### src/rtl/pcpi_mul_pkg.sv
// Shared definitions for the iterative PCPI RV32M multiplier.
// Holds the decode constants, the FSM state and operation enums, and the
// helper that gives the number of RUN cycles an operation needs.
package pcpi_mul_pkg;

  localparam logic [6:0] OPCODE_OP     = 7'b0110011;
  localparam logic [6:0] FUNCT7_MULDIV = 7'b0000001;

  localparam logic [2:0] FUNCT3_MUL    = 3'b000;
  localparam logic [2:0] FUNCT3_MULH   = 3'b001;
  localparam logic [2:0] FUNCT3_MULHSU = 3'b010;
  localparam logic [2:0] FUNCT3_MULHU  = 3'b011;

  typedef enum logic [1:0] {
    ST_IDLE = 2'd0,
    ST_RUN  = 2'd1,
    ST_DONE = 2'd2
  } state_e;

  typedef enum logic [1:0] {
    OP_MUL    = 2'd0,
    OP_MULH   = 2'd1,
    OP_MULHSU = 2'd2,
    OP_MULHU  = 2'd3
  } op_e;

  // MUL only needs the low 32 product bits, so only 32 bits of B matter;
  // the high-half ops walk all 64 bits of the extended B.
  function automatic logic [6:0] iter_count(op_e op, int steps);
    int bits;
    bits = (op == OP_MUL) ? 32 : 64;
    return 7'(bits / steps);
  endfunction

endpackage

### src/rtl/pcpi_mul_step.sv
// Combinational shift-add slice: consumes STEPS bits of B (LSB first) per
// invocation and adds the masked, shifted A for each set bit.
// Ports:
//   acc_i  : running 64-bit accumulator
//   a_i    : multiplicand, already shifted to the current base bit position
//   b_i    : remaining multiplier bits (bit 0 is the next bit to consume)
//   mask_i : partial-product mask, low K bits cleared in approximate mode
//   acc_o  : accumulator after this slice
//   a_o    : A shifted left by STEPS for the next slice
//   b_o    : B shifted right by STEPS for the next slice
module pcpi_mul_step import pcpi_mul_pkg::*; #(
  parameter int STEPS = 1
) (
  input  logic [63:0] acc_i,
  input  logic [63:0] a_i,
  input  logic [63:0] b_i,
  input  logic [63:0] mask_i,
  output logic [63:0] acc_o,
  output logic [63:0] a_o,
  output logic [63:0] b_o
);

  // Because a_i carries the absolute bit offset, masking here truncates
  // partial-product bits in absolute product position, as intended.
  always_comb begin
    acc_o = acc_i;
    for (int i = 0; i < STEPS; i++) begin
      if (b_i[i]) begin
        acc_o = acc_o + ((a_i << i) & mask_i);
      end
    end
    a_o = a_i << STEPS;
    b_o = b_i >> STEPS;
  end

endmodule

### src/rtl/pcpi_mul_approx.sv
// Iterative shift-add RV32M multiplier (MUL/MULH/MULHSU/MULHU) on the PCPI
// co-processor interface, with configurable bits per cycle, a runtime
// approximate mode truncating low partial-product bits, and a zero-operand
// early-out.
// Handshake: an instruction is claimed in the cycle pcpi_valid is high in
// IDLE with a matching decode; pcpi_wait stays high from the next cycle
// until the one-cycle pcpi_ready/pcpi_wr pulse; dropping pcpi_valid while
// running abandons the operation with no result.
// Ports:
//   clk, reset            : clock, synchronous active-high reset
//   pcpi_valid/insn/rs1/rs2 : instruction offer from the core
//   approx_en, approx_lsb : approximate mode request and width K (sampled at accept)
//   pcpi_wr, pcpi_rd      : result strobe and value
//   pcpi_wait, pcpi_ready : claim and completion
//   busy                  : high while iterating
//   dbg_state_o           : current FSM state
module pcpi_mul_approx import pcpi_mul_pkg::*; #(
  parameter int STEPS_AT_ONCE  = 1,
  parameter int APPROX_MAX_LSB = 16,
  parameter int EARLY_OUT      = 1
) (
  input  logic        clk,
  input  logic        reset,
  input  logic        pcpi_valid,
  input  logic [31:0] pcpi_insn,
  input  logic [31:0] pcpi_rs1,
  input  logic [31:0] pcpi_rs2,
  input  logic        approx_en,
  input  logic [4:0]  approx_lsb,
  output logic        pcpi_wr,
  output logic [31:0] pcpi_rd,
  output logic        pcpi_wait,
  output logic        pcpi_ready,
  output logic        busy,
  output logic [1:0]  dbg_state_o
);

  state_e      state_q, state_d;
  op_e         op_q, op_d;
  logic [63:0] a_q, a_d, b_q, b_d, acc_q, acc_d, mask_q, mask_d;
  logic [6:0]  cnt_q, cnt_d;
  logic        eo_q, eo_d;
  logic [31:0] rd_q, rd_d;

  logic [63:0] step_acc, step_a, step_b;
  logic        dec_hit;
  op_e         dec_op;
  logic [6:0]  k_sel;
  logic [6:0]  n_iter;

  // Register/source fields of the instruction play no part in the multiply.
  logic unused_insn;
  assign unused_insn = ^{pcpi_insn[24:15], pcpi_insn[11:7]};

  assign dec_hit = (pcpi_insn[6:0] == OPCODE_OP) &&
                   (pcpi_insn[31:25] == FUNCT7_MULDIV) &&
                   !pcpi_insn[14];

  always_comb begin
    case (pcpi_insn[14:12])
      FUNCT3_MULH:   dec_op = OP_MULH;
      FUNCT3_MULHSU: dec_op = OP_MULHSU;
      FUNCT3_MULHU:  dec_op = OP_MULHU;
      default:       dec_op = OP_MUL;
    endcase
  end

  // Truncation width, clamped to APPROX_MAX_LSB; zero when exact.
  always_comb begin
    k_sel = 7'd0;
    if (approx_en) begin
      if ({2'b00, approx_lsb} > 7'(APPROX_MAX_LSB)) k_sel = 7'(APPROX_MAX_LSB);
      else                                          k_sel = {2'b00, approx_lsb};
    end
  end

  assign n_iter = iter_count(op_q, STEPS_AT_ONCE);

  pcpi_mul_step #(.STEPS(STEPS_AT_ONCE)) u_step (
    .acc_i  (acc_q),
    .a_i    (a_q),
    .b_i    (b_q),
    .mask_i (mask_q),
    .acc_o  (step_acc),
    .a_o    (step_a),
    .b_o    (step_b)
  );

  always_comb begin
    state_d = state_q;
    op_d    = op_q;
    a_d     = a_q;
    b_d     = b_q;
    acc_d   = acc_q;
    mask_d  = mask_q;
    cnt_d   = cnt_q;
    eo_d    = eo_q;
    rd_d    = rd_q;
    case (state_q)
      ST_IDLE: begin
        if (pcpi_valid && dec_hit) begin
          state_d = ST_RUN;
          op_d    = dec_op;
          a_d     = (dec_op == OP_MULH || dec_op == OP_MULHSU) ?
                    {{32{pcpi_rs1[31]}}, pcpi_rs1} : {32'd0, pcpi_rs1};
          b_d     = (dec_op == OP_MULH) ?
                    {{32{pcpi_rs2[31]}}, pcpi_rs2} : {32'd0, pcpi_rs2};
          mask_d  = ~((64'd1 << k_sel) - 64'd1);
          acc_d   = 64'd0;
          cnt_d   = 7'd0;
          eo_d    = (EARLY_OUT != 0) && (pcpi_rs1 == 32'd0 || pcpi_rs2 == 32'd0);
        end
      end
      ST_RUN: begin
        if (!pcpi_valid) begin
          state_d = ST_IDLE;
        end else if (eo_q) begin
          state_d = ST_DONE;
          rd_d    = 32'd0;
        end else begin
          acc_d = step_acc;
          a_d   = step_a;
          b_d   = step_b;
          cnt_d = cnt_q + 7'd1;
          if (cnt_q == n_iter - 7'd1) begin
            state_d = ST_DONE;
            rd_d    = (op_q == OP_MUL) ? step_acc[31:0] : step_acc[63:32];
          end
        end
      end
      ST_DONE: state_d = ST_IDLE;
      default: state_d = ST_IDLE;
    endcase
  end

  always_ff @(posedge clk) begin
    if (reset) begin
      state_q <= ST_IDLE;
      op_q    <= OP_MUL;
      a_q     <= 64'd0;
      b_q     <= 64'd0;
      acc_q   <= 64'd0;
      mask_q  <= 64'd0;
      cnt_q   <= 7'd0;
      eo_q    <= 1'b0;
      rd_q    <= 32'd0;
    end else begin
      state_q <= state_d;
      op_q    <= op_d;
      a_q     <= a_d;
      b_q     <= b_d;
      acc_q   <= acc_d;
      mask_q  <= mask_d;
      cnt_q   <= cnt_d;
      eo_q    <= eo_d;
      rd_q    <= rd_d;
    end
  end

  assign pcpi_ready  = (state_q == ST_DONE);
  assign pcpi_wr     = (state_q == ST_DONE);
  assign pcpi_wait   = (state_q != ST_IDLE);
  assign busy        = (state_q == ST_RUN);
  assign pcpi_rd     = rd_q;
  assign dbg_state_o = state_q;

endmodule

### config.mk
export PLATFORM = sky130hd
export DESIGN_NAME = pcpi_mul_approx
export DESIGN_NICKNAME = d
export VERILOG_FILES = /design/src/rtl/pcpi_mul_pkg.sv /design/src/rtl/pcpi_mul_step.sv /design/src/rtl/pcpi_mul_approx.sv
export SDC_FILE = /design/constraint.sdc
export NUM_CORES = 1
export LEC_CHECK = 0
export CAP_MARGIN = 20
export CORE_MARGIN = 5
export CORE_UTILIZATION = 59
export CTS_CLUSTER_DIAMETER = 30
export DETAILED_ROUTE_END_ITERATION = 8
export GPL_TIMING_DRIVEN = 0
export PLACE_DENSITY_LB_ADDON = 0.2
export SYNTH_ARGS = -nofsm -noshare
export SYNTH_HDL_FRONTEND = slang
export SYNTH_SLANG_ARGS = --single-unit
### constraint.sdc
create_clock -name clk -period 4.4 [get_ports clk]
set_clock_uncertainty 0.1 [all_clocks]
set_input_delay 0.66 -clock clk [delete_from_list [all_inputs] [get_ports clk]]
set_output_delay 0.66 -clock clk [all_outputs]
set_load 0.05 [all_outputs]
---- Yosys cells after proc, flatten, opt, wreduce, memory -nomap -nowiden ----
Cells that the tools add are included.
storage, ports and cells
  logic and storage cells ................. 79
  register bits after elaboration ......... 300
  output and inout bits ................... 38
  bits of input ports ..................... 105
operators by class
  $lt $le $gt $ge ......................... 1
  shift operators ......................... 1
  reduce and logical (&&, ||, !) cells .... 17
  bitwise gates (word level) .............. 2
  eq/ne operators ......................... 14
  mux-type cells .......................... 31
  add/sub/neg operators ................... 4
operators with widths
  operator                                                               number
  64-bit two-way mux                                                     12
  64-bit case mux with 2 select lines                                    3
  32-bit two-way mux                                                     3
  64-bit adder                                                           1
  64-bit bitwise AND                                                     1
  32-bit zero test                                                       2
  64-bit inverter                                                        1
  1-bit by 7-bit << shifter with 64-bit output (first input constant)    1
  64-bit by 1-bit subtractor with 64-bit output (second input constant)  1
  7-bit two-way mux                                                      4
  7-bit case mux with 2 select lines                                     1
  5-bit two-way mux                                                      2
  2-bit two-way mux                                                      4
  7-bit by 1-bit adder with 7-bit output (second input constant)         1
  7-bit by 1-bit == test with 1-bit output (second input constant)       1
  7-bit by 6-bit == test with 1-bit output (second input constant)       1
  7-bit == test                                                          1
  7-bit by 1-bit subtractor with 7-bit output (second input constant)    1
  3-bit by 2-bit == test with 1-bit output (second input constant)       2
  2-bit inequality test (second input constant)                          3
  2-bit case mux with 3 select lines                                     1
  2-bit nonzero test                                                     3
  5-bit greater-than comparator (second input constant)                  1
  2-bit by 1-bit == test with 1-bit output (second input constant)       2
  other kinds (11)                                                       17

---- Logic depth before layout (Yosys ltp) ----
  word-level depth ........................ 8
  gate-level depth with buffers ........... 13
  depth with buffers taken out ............ 13

---- Hierarchy ----
From an unflattened synthesis, not the netlist that was laid out.
unflattened totals
  cells, all modules ...................... 2197
  area, all modules ....................... 17854.6 sq um
by module, submodules not included
  module           cells each  sequential area each (sq um)  times used  area each (sq um)
  pcpi_mul_approx  1399        5985.7                        1           12137.9
  pcpi_mul_step    798         0.0                           1           5716.7

---- Worst setup path before layout ----
No wires, ideal clock.
  path type ............................... register to register
  start ................................... register mask_q[23]
  end ..................................... register acc_q[56]
  arrival time ............................ 3.174 ns
  stages on the path, launching flop included .. 13
  setup time .............................. 0.117 ns
  path buffers ............................ 1
  clock period less this slack ............ 3.390 ns
  path slack .............................. 1.010 ns
  cell sequence ........................... dfxtp_1 and2_1 ha_1 buf_2 nand4_1 or3_4 or4_4 o211ai_2 or4b_4 a2111oi_4 o31ai_1 and2_1 a22o_1
on the way
  word-level cells in the longest chain between the ends .. 6
RTL lines
  element                              line                    source
  start: declaration                   pcpi_mul_approx.sv:40   logic [63:0] a_q, a_d, b_q, b_d, acc_q, acc_d, mask_q, mask_d;
  start signal: assignment             pcpi_mul_approx.sv:153  mask_q <= mask_d;
  64-bit bitwise AND                   pcpi_mul_step.sv:29     acc_o = acc_o + ((a_i << i) & mask_i);
  64-bit adder                         pcpi_mul_step.sv:29
  64-bit two-way mux                   pcpi_mul_step.sv:28     if (b_i[i]) begin
  64-bit two-way mux                   pcpi_mul_approx.sv:117  end else if (eo_q) begin
  64-bit two-way mux                   pcpi_mul_approx.sv:115  if (!pcpi_valid) begin
  64-bit case mux with 2 select lines  pcpi_mul_approx.sv:99   case (state_q)
  end signal: assignment               pcpi_mul_approx.sv:142  acc_q <= 64'd0;
  end signal: assignment               pcpi_mul_approx.sv:152  acc_q <= acc_d;
  end: declaration                     pcpi_mul_approx.sv:40
Every way passes these cells. The select of a mux whose other input is x is not followed.
A chain may end at the register's enable or synchronous reset.

---- Final worst setup path ----
  start ................................... register a_q[3]
  end ..................................... register rd_q[9], in the netlist pcpi_rd[9]
on the way
  word-level cells in the longest chain between the ends .. 6
RTL lines
  element                   line                    source
  start: declaration        pcpi_mul_approx.sv:40
  start signal: assignment  pcpi_mul_approx.sv:140  a_q <= 64'd0;
  start signal: assignment  pcpi_mul_approx.sv:150  a_q <= a_d;
  64-bit bitwise AND        pcpi_mul_step.sv:29
  64-bit adder              pcpi_mul_step.sv:29
  64-bit two-way mux        pcpi_mul_step.sv:28
  32-bit two-way mux        pcpi_mul_approx.sv:127  rd_d = (op_q == OP_MUL) ? step_acc[31:0] : step_acc[63:32];
  32-bit two-way mux        pcpi_mul_approx.sv:125  if (cnt_q == n_iter - 7'd1) begin
  32-bit two-way mux        pcpi_mul_approx.sv:117
  end signal: assignment    pcpi_mul_approx.sv:156  rd_q <= rd_d;
  end: declaration          pcpi_mul_approx.sv:43   logic [31:0] rd_q, rd_d;
Every way passes these cells. The select of a mux whose other input is x is not followed.

==> results.yml <==
run_status:
  outcome: "complete, no violations"
floorplan:
  die_w_um: 177
  die_h_um: 177
  io_pins: 143
  start_util_pct: 59.6
  row_count: 61
  dieArea_um2: 31300
  fp.coreArea_um2: 27600
clocking:
  clk_latency_ns: 0.59
  htreeDepth: 2
  clkTransAtPathRegs_ns: 0.05
  clockBufferDepth: 3
  numCtsBuffers: 59
  cts.sinks: 299
  cts_root_buf: "clkbuf_16"
  cts_tree: "yes"
  cts_setup_buffers: 0
sta:
  relSlewSlack_pct: 32.2
  finalCriticalPeriod_ns: 4.21
  period_share_pct: 95.6
  timing.final.ws_setup_ns: 0.194
  fmax_ghz: 0.238
  hold_viol: 0
  maxSlewViolCount: 0
  worst_pin_slew_ns: 1.01
  rsz0062_at_grt: "false"
  setup_viol: 0
synth:
  ys_warn_count: 0
  synth_compound_area_share_pct: 23.5
  async_reset_ff_share_pct: 0
  synthMuxAreaShare_pct: 2.65
  synth-simple-area-share_pct: 24.7
  synth_xor_xnor_area_share_pct: 3.19
  netlist_area_um2: 16500
  synth_top_family_by_area: "simple AND/OR/NAND/NOR gates"
  ys_types: 75
  synth_edf_count: 0
  syn_nets: 2317
  synth_seq_area_share_pct: 36.4
  synthCells: 2144
  ys_seq_elements: 299
  syn_area_per_cell_um2: 7.68
  yosys.area_share.adder_pct: 5.21
  ys.flop_type: "dfxtp_1"
setup_path:
  slowest_delay_ns: 0.50
  critPathBufInv: 0
  cpMostUsedCell: "a21oi_1"
  critical_path_class: "flop to flop"
  worstPathArrival_ns: 4.51
  cp_max_fo: 5
  cp_top_family: "compound AO/OA/AOI/OAI gates"
  cp_cell_sequence: "and2_1, ha_1, a21oi_1, o21ai_0, o211ai_1, o311ai_2, a21oi_1, o41ai_2, a21oi_1, xnor2_1, mux2i_2, o221ai_1"
  cp-start-kind: "flop"
  crit_slowest_cell: "o41ai_2"
  cp-end-kind: "flop"
  cp.required_ns: 4.71
pwr:
  clockPowerShare_pct: 61.4
  intPower_uw: 5830
  p_switching_uw: 1740
  power.share.switching_pct: 22.9
  ir_drop_uv: 415
  seq_power_share_pct: 35.9
  combPwrFrac_pct: 2.7
  p_per_area_nw_per_um2: 373
  p_leak_uw: 0.00788
detailed_routing:
  drc: 0
  vias: 17400
  vias_per_cell: 6.31
  routed_wirelength_mm: 57.9
  ant_nets: 0
  wl_per_cell_um: 21.0
  drt_pass1_iterations: 9
  first_iter_violations: 1924
grt:
  gr-total-overflow: 0
  grt_pass1_wl_mm: 89.4
  grt_max_degree: 18
  grtUsageTotal_pct: 35.9
  antenna_found_initial: 1
  grt_pass1_vias: 16400
placed_design:
  dp_cells: 2644
  port-buffer-count: 122
  place_congestion: 1.03
  place_ws_ns: -0.389
  dp_hpwl_mm: 44.7
final_layout:
  drive_gt1_share_pct: 6.06
  area_growth_pct: 23.2
  nNetsFinal: 2500
  layout_commonest_cell: "nor2_1"
  mostFrequentLayoutCells: "nor2_1 (316), dfxtp_1 (299), nand2_1 (285)"
  final_cell_count_no_fill: 2755
  fill_cells: 2208
hold_path:
  min_path_type: "flop to flop"
run:
  cap_violations: 0
## power by group through the flow
| stage | Sequential (µW) | Combinational (µW) | Clock, µW |
|---|---|---|---|
| 4_1_cts | 2710 | 202 | 4640 |
| 6_report | 2710 | 207 | 4640 |
| 3_5_place_dp | 2770 | 202 | 0 |
| 3_3_place_gp | 2770 | 199 | 0 |
| 2_1_floorplan | 2770 | 78.6 | 0 |
| 5_1_grt | 2710 | 219 | 4790 |
## flip-flops by register name, indices dropped and copies added (netlist names)
name / flops
acc_q: 64
cnt_q: 7
op_q: 2
dbg_state_o: 2
eo_q: 1
mask_q: 63
b_q: 64
a_q: 64
pcpi_rd: 32
## final timing paths
| check | from | end | slack (ns) | depth (start not counted) |
|---|---|---|---|---|
| worst max-delay path | a_q[3] | pcpi_rd[9] | 0.19 | 12 |
| worst min-delay path | pcpi_rd[18] | pcpi_rd[18] | 0.34 | 2 |
| worst max register to register | a_q[3] | pcpi_rd[9] | 0.19 | 12 |
| worst min register to register | pcpi_rd[18] | pcpi_rd[18] | 0.34 | 2 |
## synthesized netlist by cell type, types with 25 or more instances
cell type  instances  share of area (%)
nor2_1           316                7.2
dfxtp_1          299                 36
nand2_1          285                6.5
a21oi_1          208                6.3
clkbuf_1         136                3.1
nor3_1            78                2.4
and2_1            71                2.7
a311oi_1          69                3.7
ha_1              67                5.1
o21ai_0           66                2.0
nand3_1           48                1.5
a21o_1            47                2.1
inv_1             35               0.80
xnor2_1           35                1.9
mux2i_1           30                1.8
nand4_1           28                1.1
a31oi_1           27                1.0
xor2_1            25                1.3
## kinds of logic (layout without fill, tap and decap cells)
family | count (synthesis) | count (layout)
and+or+nand+nor | 907 | 907
AOI/OAI and AO/OA | 580 | 580
muxes | 38 | 38
buffers and inverters | 190 | 422
DFF | 299 | 299
xor gates and xnor gates | 60 | 60
other | 2 | 3
adders and majority gates | 68 | 68
## worst reg2reg max path, delay by kind of cell, from the launching register on
| family | cells | cell delay, ns |
|---|---|---|
| AOI/OAI and AO/OA | 8 | 2.44 |
| and+or+nand+nor | 1 | 0.17 |
| adders and majority gates | 1 | 0.36 |
| xor gates and xnor gates | 1 | 0.20 |
| DFF | 1 | 0.36 |
| muxes | 1 | 0.41 |
## final cells by class
| type | count | area (µm²) | share of cell area [%] |
|---|---|---|---|
| Multi-Input combinational cell | 1655 | 9790 | 48.2 |
| Sequential cell | 299 | 5990 | 29.5 |
| Clock buffer | 68 | 1540 | 7.59 |
| Timing Repair Buffer | 122 | 1220 | 6.02 |
| Buffer | 155 | 589 | 2.90 |
| Clock inverter | 42 | 557 | 2.74 |
| Tap cell | 378 | 473 | 2.33 |
| Inverter | 35 | 131 | 0.648 |
| Antenna cell | 1 | 2.50 | 0.0123 |
## repair_timing
item	CTS	global route
setup endpoints to repair	9	3
endpoints found under the hold margin	0	0
resized for setup	2	4
hold buffers	0	0
## stage by stage
step | instance area [µm²] | utilization [%] | TNS [ns] | power, µW | hold WS, ns
5_1_grt | 20300 | 73.4 | 0 | 7720 | 0.361
6_report | 20300 | 73.4 | 0 | 7560 | 0.339
4_1_cts | 20300 | 73.3 | 0 | 7550 | 0.344
2_1_floorplan | 16500 | - | 0 | 2850 | 0.308
3_5_place_dp | 18200 | 65.7 | -0.966 | 2970 | 0.332
3_3_place_gp | 18200 | 65.7 | -0.947 | 2970 | 0.325
## layer usage
metal  global-route usage [%]  part of all wire [%]
met2                     56.9                    44
met5                        0                     0
met4                     14.8                   5.0
met3                     7.26                    11
met1                     48.1                    41
(Power assumes the default switching activity.)
